File: config.mk
export PLATFORM = sky130hd
export DESIGN_NAME = sobel_window_controller_flat
export DESIGN_NICKNAME = d
export VERILOG_FILES = /design/src/rtl/sobel_window_controller_pkg.sv /design/src/rtl/sobel_window_controller_if.sv /design/src/rtl/sobel_window_controller_line_buffer.sv /design/src/rtl/sobel_window_controller.sv /design/src/flat_wrapper.sv
export SDC_FILE = /design/constraint.sdc
export NUM_CORES = 1
export LEC_CHECK = 0
export CORE_MARGIN = 3
export CORE_UTILIZATION = 36
export CTS_CLUSTER_DIAMETER = 150
export CTS_CLUSTER_SIZE = 16
export DETAILED_ROUTE_END_ITERATION = 8
export PLACE_DENSITY = 0.55
export SETUP_SLACK_MARGIN = 0.15
export SLEW_MARGIN = 30
export SYNTH_ARGS = -nofsm -noshare
export SYNTH_HDL_FRONTEND = slang
export SYNTH_SLANG_ARGS = --single-unit
File: constraint.sdc
create_clock -name clk -period 33.8 [get_ports clk]
set_clock_uncertainty 0.05 [all_clocks]
set_input_delay 3.38 -clock clk [delete_from_list [all_inputs] [get_ports clk]]
set_output_delay 3.38 -clock clk [all_outputs]
set_load 0.05 [all_outputs]
File: src/rtl/sobel_window_controller_pkg.sv
// Shared types for the Sobel front end and gradient blocks.
// Pixel width, window size and the controller state encoding.
package sobel_pkg;

  localparam int PIXEL_W     = 8;
  localparam int WINDOW_SIZE = 9;

  typedef logic [PIXEL_W-1:0] pixel_t;

  typedef enum logic [1:0] {
    IDLE,
    STREAM,
    DONE
  } state_e;

endpackage

File: src/rtl/sobel_window_controller_if.sv
// Pixel stream in, 3x3 window out, between the
// raster source and the gradient stage.
interface sobel_window_controller_if;
  import sobel_pkg::*;

  pixel_t pixel_in;
  logic   pixel_valid;
  logic   stall;
  logic   pixel_ready;
  pixel_t windowBuffer [0:WINDOW_SIZE-1];
  logic   start_calculations;
  logic   frame_done;

  modport master (
    output pixel_in,
    output pixel_valid,
    output stall,
    input  pixel_ready,
    input  windowBuffer,
    input  start_calculations,
    input  frame_done
  );

  modport slave (
    input  pixel_in,
    input  pixel_valid,
    input  stall,
    output pixel_ready,
    output windowBuffer,
    output start_calculations,
    output frame_done
  );

endinterface

File: src/rtl/sobel_window_controller_line_buffer.sv
// Fixed-depth pixel delay line; advances only when en_i is set.
// Output is the pixel written DEPTH enables ago.
module line_buffer
  import sobel_pkg::*;
#(
  parameter int DEPTH = 16
) (
  input  logic   clk,
  input  logic   n_rst,
  input  logic   en_i,
  input  pixel_t d_i,
  output pixel_t q_o
);

  pixel_t mem_q [DEPTH];

  always_ff @(posedge clk) begin
    if (!n_rst) begin
      for (int i = 0; i < DEPTH; i++) mem_q[i] <= '0;
    end else if (en_i) begin
      mem_q[0] <= d_i;
      for (int i = 1; i < DEPTH; i++) mem_q[i] <= mem_q[i-1];
    end
  end

  assign q_o = mem_q[DEPTH-1];

endmodule

File: src/rtl/sobel_window_controller.sv
// Builds a sliding 3x3 window from a raster pixel stream and
// flags each window that lies fully inside the frame.
module sobel_window_controller
  import sobel_pkg::*;
#(
  parameter int IMG_WIDTH  = 16,
  parameter int IMG_HEIGHT = 16
) (
  input logic clk,
  input logic n_rst,
  sobel_window_controller_if.slave bus
);

  localparam int CW = $clog2(IMG_WIDTH);
  localparam int RW = $clog2(IMG_HEIGHT);

  state_e        state_q;
  logic [CW-1:0] col_q, col_d;
  logic [RW-1:0] row_q, row_d;
  logic          start_q;
  logic          done_q;
  pixel_t        win_q [0:WINDOW_SIZE-1];
  pixel_t        l0, l1;
  logic          accept;
  logic          last_col, last_row;

  assign bus.pixel_ready = !bus.stall && (state_q != DONE);
  assign accept   = bus.pixel_valid && bus.pixel_ready;
  assign last_col = (col_q == CW'(IMG_WIDTH - 1));
  assign last_row = (row_q == RW'(IMG_HEIGHT - 1));

  always_comb begin
    col_d = col_q + CW'(1);
    row_d = row_q;
    if (last_col) begin
      col_d = '0;
      row_d = last_row ? '0 : row_q + RW'(1);
    end
  end

  always_ff @(posedge clk) begin
    if (!n_rst) begin
      state_q <= IDLE;
      col_q   <= '0;
      row_q   <= '0;
      start_q <= 1'b0;
      done_q  <= 1'b0;
    end else begin
      start_q <= accept && (row_q >= RW'(2))
                        && (col_q >= CW'(2));
      done_q  <= 1'b0;
      if (accept) begin
        col_q <= col_d;
        row_q <= row_d;
      end
      unique case (state_q)
        IDLE: if (accept) state_q <= STREAM;
        STREAM: begin
          if (accept && last_col && last_row) begin
            state_q <= DONE;
            done_q  <= 1'b1;
          end
        end
        DONE:    state_q <= IDLE;
        default: state_q <= IDLE;
      endcase
    end
  end

  line_buffer #(.DEPTH(IMG_WIDTH)) u_line0 (
    .clk  (clk),
    .n_rst(n_rst),
    .en_i (accept),
    .d_i  (bus.pixel_in),
    .q_o  (l0)
  );

  line_buffer #(.DEPTH(IMG_WIDTH)) u_line1 (
    .clk  (clk),
    .n_rst(n_rst),
    .en_i (accept),
    .d_i  (l0),
    .q_o  (l1)
  );

  // Right column: two rows back, one row back, current pixel.
  always_ff @(posedge clk) begin
    if (!n_rst) begin
      for (int i = 0; i < WINDOW_SIZE; i++) win_q[i] <= '0;
    end else if (accept) begin
      for (int r = 0; r < 3; r++) begin
        win_q[3*r]   <= win_q[3*r+1];
        win_q[3*r+1] <= win_q[3*r+2];
      end
      win_q[2] <= l1;
      win_q[5] <= l0;
      win_q[8] <= bus.pixel_in;
    end
  end

  assign bus.windowBuffer       = win_q;
  assign bus.start_calculations = start_q;
  assign bus.frame_done         = done_q;

endmodule
File: src/flat_wrapper.sv
// flat-port wrapper written by rule: the top's interface ports become plain ports
module sobel_window_controller_flat import sobel_pkg::*;
#(
  parameter int IMG_WIDTH  = 16,
  parameter int IMG_HEIGHT = 16
)
  (clk, n_rst, bus_pixel_in, bus_pixel_valid, bus_stall, bus_pixel_ready, bus_windowBuffer, bus_start_calculations, bus_frame_done);
  sobel_window_controller_if bus_i ();
  input logic clk;
  input logic n_rst;
  input wire logic [$bits(bus_i.pixel_in)-1:0] bus_pixel_in;
  input wire logic [$bits(bus_i.pixel_valid)-1:0] bus_pixel_valid;
  input wire logic [$bits(bus_i.stall)-1:0] bus_stall;
  output wire logic [$bits(bus_i.pixel_ready)-1:0] bus_pixel_ready;
  output wire logic [$bits(bus_i.windowBuffer)-1:0] bus_windowBuffer;
  output wire logic [$bits(bus_i.start_calculations)-1:0] bus_start_calculations;
  output wire logic [$bits(bus_i.frame_done)-1:0] bus_frame_done;
  assign bus_i.pixel_in = bus_pixel_in;
  assign bus_i.pixel_valid = bus_pixel_valid;
  assign bus_i.stall = bus_stall;
  assign bus_pixel_ready = bus_i.pixel_ready;
  assign bus_windowBuffer = {>>{bus_i.windowBuffer}};
  assign bus_start_calculations = bus_i.start_calculations;
  assign bus_frame_done = bus_i.frame_done;
  sobel_window_controller #(.IMG_WIDTH(IMG_WIDTH), .IMG_HEIGHT(IMG_HEIGHT)) u_core (.clk(clk), .n_rst(n_rst), .bus(bus_i));
endmodule
==> reports/results.tsv, run 1 <==
metric	value	unit
avgSynthCellArea	13.6	sq um
grt_pass1_vias	6846	
fmax	122	MHz
synthCells	941	
area_delta_synth_final	14.9	%
cp_slowest_cell	clkdlybuf4s50_1	
nFillCells	3199	
path_buf_inv	2	
clkTransAtPathRegs	0.08	ns
top_layer	met4	
maxSlewHeadroom	39.4	%
ys.flop_type	edfxtp_1	
wl	22.6	mm
worst_slack	25.58	ns
place_inst	1422	
numCtsBuffers	25	
fp.dieArea	37900	sq um
antenna_left	0	
start_kind	input pin	
rsz0062_at_grt	no	
globalplace.congestion	0.721	
yosysTopAreaCell	edfxtp_1	
wire_per_inst	15.4	um
grt_max_degree	113	
synth-seq-cells	340	
die_h	195	um
leakage	5.13	nW
synth_top_cell_area_share	60.0	%
max-cap-violations	0	
tritoncts	built	
core_area	34800	sq um
io_buffers	86	
antenna_found_initial	0	
drt_iter0_markers	416	
pre_cts_ws	25.57	ns
die_x	195	um
postCtsResizedCells	0	
post-route-drc-count	0	
wl_met2	10.5	mm
num_vias	7087	
cp_top_family	buffers and inverters	
path_cells	clkdlybuf4s50_1 -> nor2_1 -> clkdlybuf4s50_1	
postCtsHoldBufs	0	
cts-root-buf	clkbuf_16	
hold_ws	0.425	ns
synth_area	12800	sq um
synth.distinct_cells	38	
crit_fanout	3	
vias_per_cell	4.83	
final_max_slew_viol_count	0	
crit_arrival	4.79	ns
htree_levels	1	
endpoint_kind	output port	
post-dp-hpwl	11.7	mm
yosysWarningCount	0	
synth_edf_count	256	
worstMarginPinSlew	0.910	ns
start_util	36.8	%
clkSinkCount	340	
critPathMaxStageDelay	0.80	ns
period_minus_slack	8.22	ns
ctsLongestPathBuffers	3	
path_class	input pin to output port	
hp-class	flip-flop to flip-flop	
post-cts-setup-buffers	0	
grt_usage	11.7	%
required	30.37	ns
synth_area_leaders	edfxtp_1, dfxtp_1, and2_1, a21oi_1, nand3_1	
setup_tns	0	ns
instances_no_fill	1467	
outcome	complete, no violations	
powerDensity	53.9	nW/um^2
grt_overflow	0	
dr.pass1.iters	6	
total_power	0.794	mW
fin_crit_sh	24.3	%
ioPinCount	87	
final_nets	1010	
grt_pass1_wl	37.2	mm
yosysSeqAreaShare	73.1	%
finalHoldViolCount	0	
crit_top_cell	clkdlybuf4s50_1	
synthArstFlopShare	0	%
clk-insertion-delay-late	0.52	ns
m1WireLength	10.8	mm
rows	68	
wl_met3	840	um
ir_drop	0.0333	mV
syn_nets	957	
layout-drive-gt1-share	4.55	%
setup_viol	0	
antenna_cells	0	
-- area by class of cell --
class | instances | area [sq um] | share of cell area, %
Sequential cell | 340 | 9370 | 63.7
Multi-Input combinational cell | 525 | 3070 | 20.9
Timing Repair Buffer | 98 | 977 | 6.64
Clock buffer | 44 | 697 | 4.74
Tap cell | 455 | 569 | 3.87
Clock inverter | 1 | 16.3 | 0.111
Inverter | 4 | 15.0 | 0.102
-- final timing paths --
kind	slack (ns)	endpoint	depth (start not counted)	start
worst max register to register	30.10	u_core.u_line1.mem_q[2][1]	7	u_core.state_q[0]
worst min-delay path	0.42	u_core.bus.windowBuffer[17]	2	u_core.bus.windowBuffer[9]
worst max-delay path	25.58	bus_pixel_ready	3	bus_stall
worst min register to register	0.42	u_core.bus.windowBuffer[17]	2	u_core.bus.windowBuffer[9]
-- cells in the mapped netlist, types with 2 or more instances --
library cell	number
and2_1	256
edfxtp_1	256
dfxtp_1	84
a21oi_1	78
nand3_1	74
o21ai_0	74
clkbuf_1	47
buf_6	11
buf_1	6
buf_2	5
ha_1	4
nand4_1	4
and3_1	3
inv_1	3
nand2_1	3
nor2_1	3
nor3_1	3
a211oi_1	2
a31oi_1	2
nand2b_1	2
nor4_1	2
nor4b_1	2
o31ai_1	2
-- sequential cells by signal (all words and copies together), names as in the netlist --
signal	flops
u_core.bus.frame_done	1
u_core.u_line1.mem_q	128
u_core.row_q	4
u_core.col_q	4
u_core.state_q	2
u_core.bus.start_calculations	1
u_core.bus.windowBuffer	72
u_core.u_line0.mem_q	128
-- layer usage --
layer	up-vias	global-route usage [%]
met1	3542	17.2
met2	88	18.2
li1	3430	-
met4	0	2.53
met5	-	0
met3	27	2.10
-- power by group --
part           internal [mW]  switching [mW]
logic                 0.0118          0.0263
registers              0.473         0.00636
clock network          0.140           0.136
total                  0.625           0.169
-- worst reg2reg max path: stages, from the launching register on --
cell	delay, ns
dfxtp_1	0.41
nor2b_4	0.07
buf_4	0.36
o21ai_4	0.27
buf_6	0.58
buf_4	0.53
buf_16	0.30
buf_6	0.69
-- logic make-up (layout without fill, tap and decap cells) --
logic type / count (synthesis) / in the layout / share of synthesized area (%)
simple gates: 359 / 359 / 16.9
flops: 340 / 340 / 73.1
compound gates: 161 / 161 / 6.46
buf+inv: 76 / 147 / 3.05
fa+ha+maj: 4 / 4 / 0.391
mux: 1 / 1 / 0.0781
-- stage by stage --
step / utilization [%] / instance area, sq um
after floorplan: - / 12800
after global placement: 40.1 / 14000
after detailed placement: 40.2 / 14000
after CTS: 42.3 / 14700
after global routing: 42.3 / 14700
final: 42.3 / 14700
-- layout by cell type (no fill, tap or decap), types with 2 or more instances in the layout --
cell,count
clkdlybuf4s50_1,85
buf_6,3
nor2_1,3
and2_1,256
a31oi_1,2
clkbuf_16,25
clkbuf_1,19
and3_1,3
nor3_1,3
o31ai_1,2
a21oi_1,78
nor2b_4,2
inv_1,3
nand2_1,3
buf_4,8
nor4_1,2
ha_1,4
nand4_1,4
nand3_1,74
o21ai_0,73
nor4b_1,2
a211oi_1,2
dfxtp_1,84
edfxtp_1,256
No activity file was read; power rests on OpenSTA's default activity.
==> inputs of run 2 (changes only) <==
==> constraint.sdc (replaced) <==
create_clock -name clk -period 8.1 [get_ports clk]
set_clock_uncertainty 0.05 [all_clocks]
set_input_delay 0.81 -clock clk [delete_from_list [all_inputs] [get_ports clk]]
set_output_delay 0.81 -clock clk [all_outputs]
set_load 0.05 [all_outputs]
==> reports/results.tsv, run 2 (synthesis gave the netlist of run 1 again) <==
metric	value	unit	change
outcome	complete, no violations		
path_cells	clkdlybuf4s50_1 -> nand2b_2 -> buf_4 -> o21ai_4 -> buf_4 -> buf_4		
htree_levels	1		unchanged
leakage	5.11	nW	-0.23%
ctsLongestPathBuffers	3		unchanged
setup_tns	0	ns	unchanged
min_path_cells	2		unchanged
path_buf_inv	4		+2
io_buffers	86		unchanged
area_delta_synth_final	14.6	%	
clkTransAtPathRegs	0.07	ns	about the same
rr_endpoint	u_core.u_line1.mem_q[1][2]		
final_nets	1010		unchanged
antenna_left	0		unchanged
pre_cts_ws	4.02	ns	-21.55 ns
grt_usage	11.6	%	-0.074 points
start_kind	input pin		
period_minus_slack	3.55	ns	
cp_slowest_cell	buf_4		
rsz0062_at_grt	no		
ioPinCount	87		unchanged
num_vias	7098		+0.16%
crit_arrival	3.65	ns	-1.14 ns
vias_per_cell	4.84		+0.16%
layout-drive-gt1-share	4.55	%	unchanged
antenna_cells	0		unchanged
postCtsHoldBufs	0		unchanged
postCtsResizedCells	0		unchanged
nFillCells	3250		+1.6%
timing.rr.start	u_core.state_q[1]		
r2r_slack	5.52	ns	-24.58 ns
antenna_found_initial	0		unchanged
grt_pass1_wl	37.2	mm	about the same
die_h	195	um	unchanged
min_to	u_core.bus.windowBuffer[46]		
wl	22.7	mm	+0.21%
cp.depth	6		+3
fp.dieArea	37900	sq um	unchanged
numCtsBuffers	25		unchanged
grt_max_degree	103		-8.8%
dr.pass1.iters	4		-2
finalHoldViolCount	0		unchanged
reg2reg_depth	4		-3
final_cell_mix	and2_1, edfxtp_1, clkdlybuf4s50_1, dfxtp_1, a21oi_1		
grt_pass1_vias	6852		+0.088%
globalplace.congestion	0.746		+3.5%
clkSinkCount	340		unchanged
worstMarginPinSlew	0.920	ns	+0.0107 ns
total_power	3.31	mW	+320%
grt_overflow	0		unchanged
ir_drop	0.142	mV	+330%
powerDensity	225	nW/um^2	+320%
holdCritStartpoint	u_core.bus.windowBuffer[46]		
clk-insertion-delay-late	0.51	ns	about the same
max-cap-violations	0		unchanged
drt_iter0_markers	474		+14%
post-dp-hpwl	11.7	mm	+0.65%
die_x	195	um	unchanged
final_util	42.2	%	-0.090 points
post-route-drc-count	0		unchanged
wire_per_inst	15.5	um	+0.21%
cp_top_family	buffers and inverters		
crit_top_cell	buf_4		
endpoint_kind	flip-flop		
tritoncts	built		
post-cts-setup-buffers	0		unchanged
cts-root-buf	clkbuf_16		
worst_slack	4.55	ns	-21.04 ns
fmax	281	MHz	
path_class	input pin to flip-flop		
maxSlewHeadroom	38.6	%	-0.72 points
required	8.19	ns	-22.18 ns
critPathMaxStageDelay	0.80	ns	about the same
hp-class	flip-flop to flip-flop		
fin_crit_sh	43.9	%	
final_max_slew_viol_count	0		unchanged
start_util	36.8	%	unchanged
crit_fanout	80		+77
rows	68		unchanged
core_area	34800	sq um	unchanged
setup_viol	0		unchanged
-- run 2: cell counts in the layout (fill, tap and decap cells not counted) --
No cell type changed its count.
-- run 2: worst max path at each step --
stage	startpoint	endpoint	slack, ns
floorplan	bus_stall	u_core.u_line0.mem_q[0][0]	2.01
global placement	bus_stall	u_core.u_line1.mem_q[1][5]	4.05
detailed placement	bus_stall	u_core.u_line0.mem_q[15][5]	4.02
CTS	bus_stall	u_core.u_line1.mem_q[4][5]	4.58
global route	bus_stall	u_core.u_line0.mem_q[13][0]	4.36
finish	bus_stall	u_core.u_line1.mem_q[1][2]	4.55
-- run 2: per-stage QoR --
| stage | cell area (sq um) | hold WS [ns] | instances |
|---|---|---|---|
| after floorplan | 12800 | 0.412 | 941 |
| after global placement | 14000 | 0.411 | 1422 |
| after detailed placement | 14000 | 0.416 | 1422 |
| after CTS | 14700 | 0.427 | 1467 |
| after global routing | 14700 | 0.451 | 1467 |
| final | 14700 | 0.424 | 1467 |
-- run 2: per-layer routing --
layer / wire [um] / global-route usage, %
met1: 10800 / 17.3
met2: 10500 / 18.1
met3: 1040 / 2.08
met4: 316 / 1.94
met5: 0 / 0
-- run 2: layout make-up --
type	count	area, sq um	share of cell area, %
inverter	4	15.0	0.102
multi-input combinational	525	3070	20.9
clock inverter	1	16.3	0.111
sequential	340	9370	63.8
clock buffer	44	697	4.75
tap	455	569	3.88
timing repair buffer	98	946	6.44
-- run 2: where the power goes --
part / switching, mW / internal, mW / leakage (nW)
Combinational: 0.110 / 0.0474 / 1.38
Sequential: 0.0257 / 1.97 / 3.40
Clock: 0.563 / 0.585 / 0.337
-- run 2: worst register-to-register path, delay by kind of cell, from the launching register on --
family	cells	cell delay, ns
simple gates	1	0.15
buf+inv	2	1.47
compound gates	1	0.14
flops	1	0.34
==> inputs of run 3 (changes only) <==
==> constraint.sdc (replaced) <==
create_clock -name clk -period 3.34 [get_ports clk]
set_clock_uncertainty 0.05 [all_clocks]
set_input_delay 0.334 -clock clk [delete_from_list [all_inputs] [get_ports clk]]
set_output_delay 0.334 -clock clk [all_outputs]
set_load 0.05 [all_outputs]
==> reports/results.tsv, run 3 (synthesis gave the netlist of run 1 again) <==
metric	value	unit	change
outcome	complete, no violations		
wire_per_inst	15.2	um	-1.8%
drt_iter0_markers	441		-7.0%
clkSinkCount	340		unchanged
ctsLongestPathBuffers	3		unchanged
hp-class	input pin to flip-flop		
instances_no_fill	1472		+0.34%
endpoint_kind	output port		
crit_fanout	12		-85%
clkTransAtPathRegs	0.08	ns	about the same
grt_usage	11.4	%	-0.18 points
path_cells	nor2b_4 -> nor2_1 -> clkdlybuf4s50_1		
use_met3	2.20	%	+0.12 points
placed_cell_area	14100	sq um	+0.61%
num_vias	7081		-0.24%
start_kind	flip-flop		
powerDensity	545	nW/um^2	+140%
critPathMaxStageDelay	0.71	ns	-0.09 ns
antenna_cells	0		unchanged
clk-insertion-delay-late	0.53	ns	+0.02 ns
total_power	8.06	mW	+140%
fmax	400	MHz	
finalHoldViolCount	0		unchanged
tritoncts	built		
final_nets	1014		+0.40%
leakage	5.16	nW	+0.96%
grt_max_degree	135		+31%
fin_area	14800	sq um	+0.64%
wl	22.4	mm	-1.4%
fin_crit_sh	74.9	%	
use_met1	16.9	%	-0.44 points
maxSlewHeadroom	42.5	%	+3.8 points
io_buffers	86		unchanged
path_class	flip-flop to output port		
cts-root-buf	clkbuf_16		
max-cap-violations	0		unchanged
required	2.96	ns	-5.23 ns
grt_util_met2	17.8	%	-0.36 points
postCtsHoldBufs	0		unchanged
dr.pass1.iters	5		+1
post-dp-hpwl	12.1	mm	+3.5%
postCtsResizedCells	0		unchanged
ioPinCount	87		unchanged
die_x	195	um	unchanged
post-route-drc-count	0		unchanged
globalplace.congestion	0.708		-5.1%
vias_per_cell	4.81		-0.58%
nFillCells	3206		-1.4%
area_delta_synth_final	15.4	%	
htree_levels	1		unchanged
post-cts-setup-buffers	0		unchanged
start_util	36.8	%	unchanged
final_cell_mix	and2_1, edfxtp_1, clkdlybuf4s50_1, dfxtp_1, a21oi_1		
setup_tns	0	ns	unchanged
layout-drive-gt1-share	5.01	%	+0.47 points
rsz0062_at_grt	no		
final_util	42.5	%	+0.27 points
fp.dieArea	37900	sq um	unchanged
grt_busiest_layer	met2		
antenna_found_initial	0		unchanged
die_h	195	um	unchanged
grt_pass1_wl	36.6	mm	-1.6%
grt_overflow	0		unchanged
crit_arrival	2.12	ns	-1.53 ns
final_max_slew_viol_count	0		unchanged
core_area	34800	sq um	unchanged
period_minus_slack	2.50	ns	
worstMarginPinSlew	0.863	ns	-0.0571 ns
cp_slowest_cell	clkdlybuf4s50_1		
grt_pass1_vias	6730		-1.8%
rows	68		unchanged
setup_viol	0		unchanged
place_inst	1426		+0.28%
antenna_left	0		unchanged
ir_drop	0.366	mV	+160%
numCtsBuffers	25		unchanged
## run 3: cell count changes in the layout (fill, tap and decap cells not counted), sizes merged
| cell | before | now |
|---|---|---|
| buf | 13 | 17 |
| inv | 4 | 5 |
## run 3: final timing paths
kind | start | to | slack [ns] | cells past startpoint
max | u_core.state_q[1] | bus_pixel_ready | 0.84 | 3
min | n_rst | u_core.col_q[3] | 0.20 | 3
max reg2reg | u_core.state_q[0] | u_core.bus.windowBuffer[58] | 1.44 | 4
min reg2reg | u_core.bus.windowBuffer[70] | u_core.bus.windowBuffer[70] | 0.43 | 2
## run 3: worst max-delay path: cells and delay by family, from the launching register on
family / cells / cell delay, ns
buffers and inverters: 1 / 0.71
AND/OR/NAND/NOR: 2 / 0.48
flip-flops: 1 / 0.39
## run 3: where the power goes
| part | total [mW] | switching [mW] | internal [mW] | leakage, nW |
|---|---|---|---|---|
| registers | 4.85 | 0.0648 | 4.79 | 3.40 |
| logic | 0.390 | 0.266 | 0.124 | 1.42 |
| clock network | 2.82 | 1.40 | 1.42 | 0.342 |
## run 3: final cells by class
class / instances / area (sq um) / share of cell area, %
Clock buffer: 44 / 697 / 4.72
Clock inverter: 2 / 25.0 / 0.169
Inverter: 4 / 15.0 / 0.102
Multi-Input combinational cell: 525 / 3080 / 20.8
Sequential cell: 340 / 9370 / 63.4
Tap cell: 455 / 569 / 3.85
Timing Repair Buffer: 102 / 1030 / 6.94
## run 3: layer usage
layer / part of all wire (%) / routed length (um)
met5: 0 / 0
met4: 1.9 / 423
met3: 3.3 / 742
met2: 46 / 10200
met1: 49 / 11000
## run 3: through the flow
stage          hold slack (ns)  setup WS [ns]
4_1_cts                  0.182          0.786
3_5_place_dp             0.416          0.806
3_3_place_gp             0.413          0.810
2_1_floorplan            0.412          -2.18
5_1_grt                  0.218          0.672
6_report                 0.202          0.839
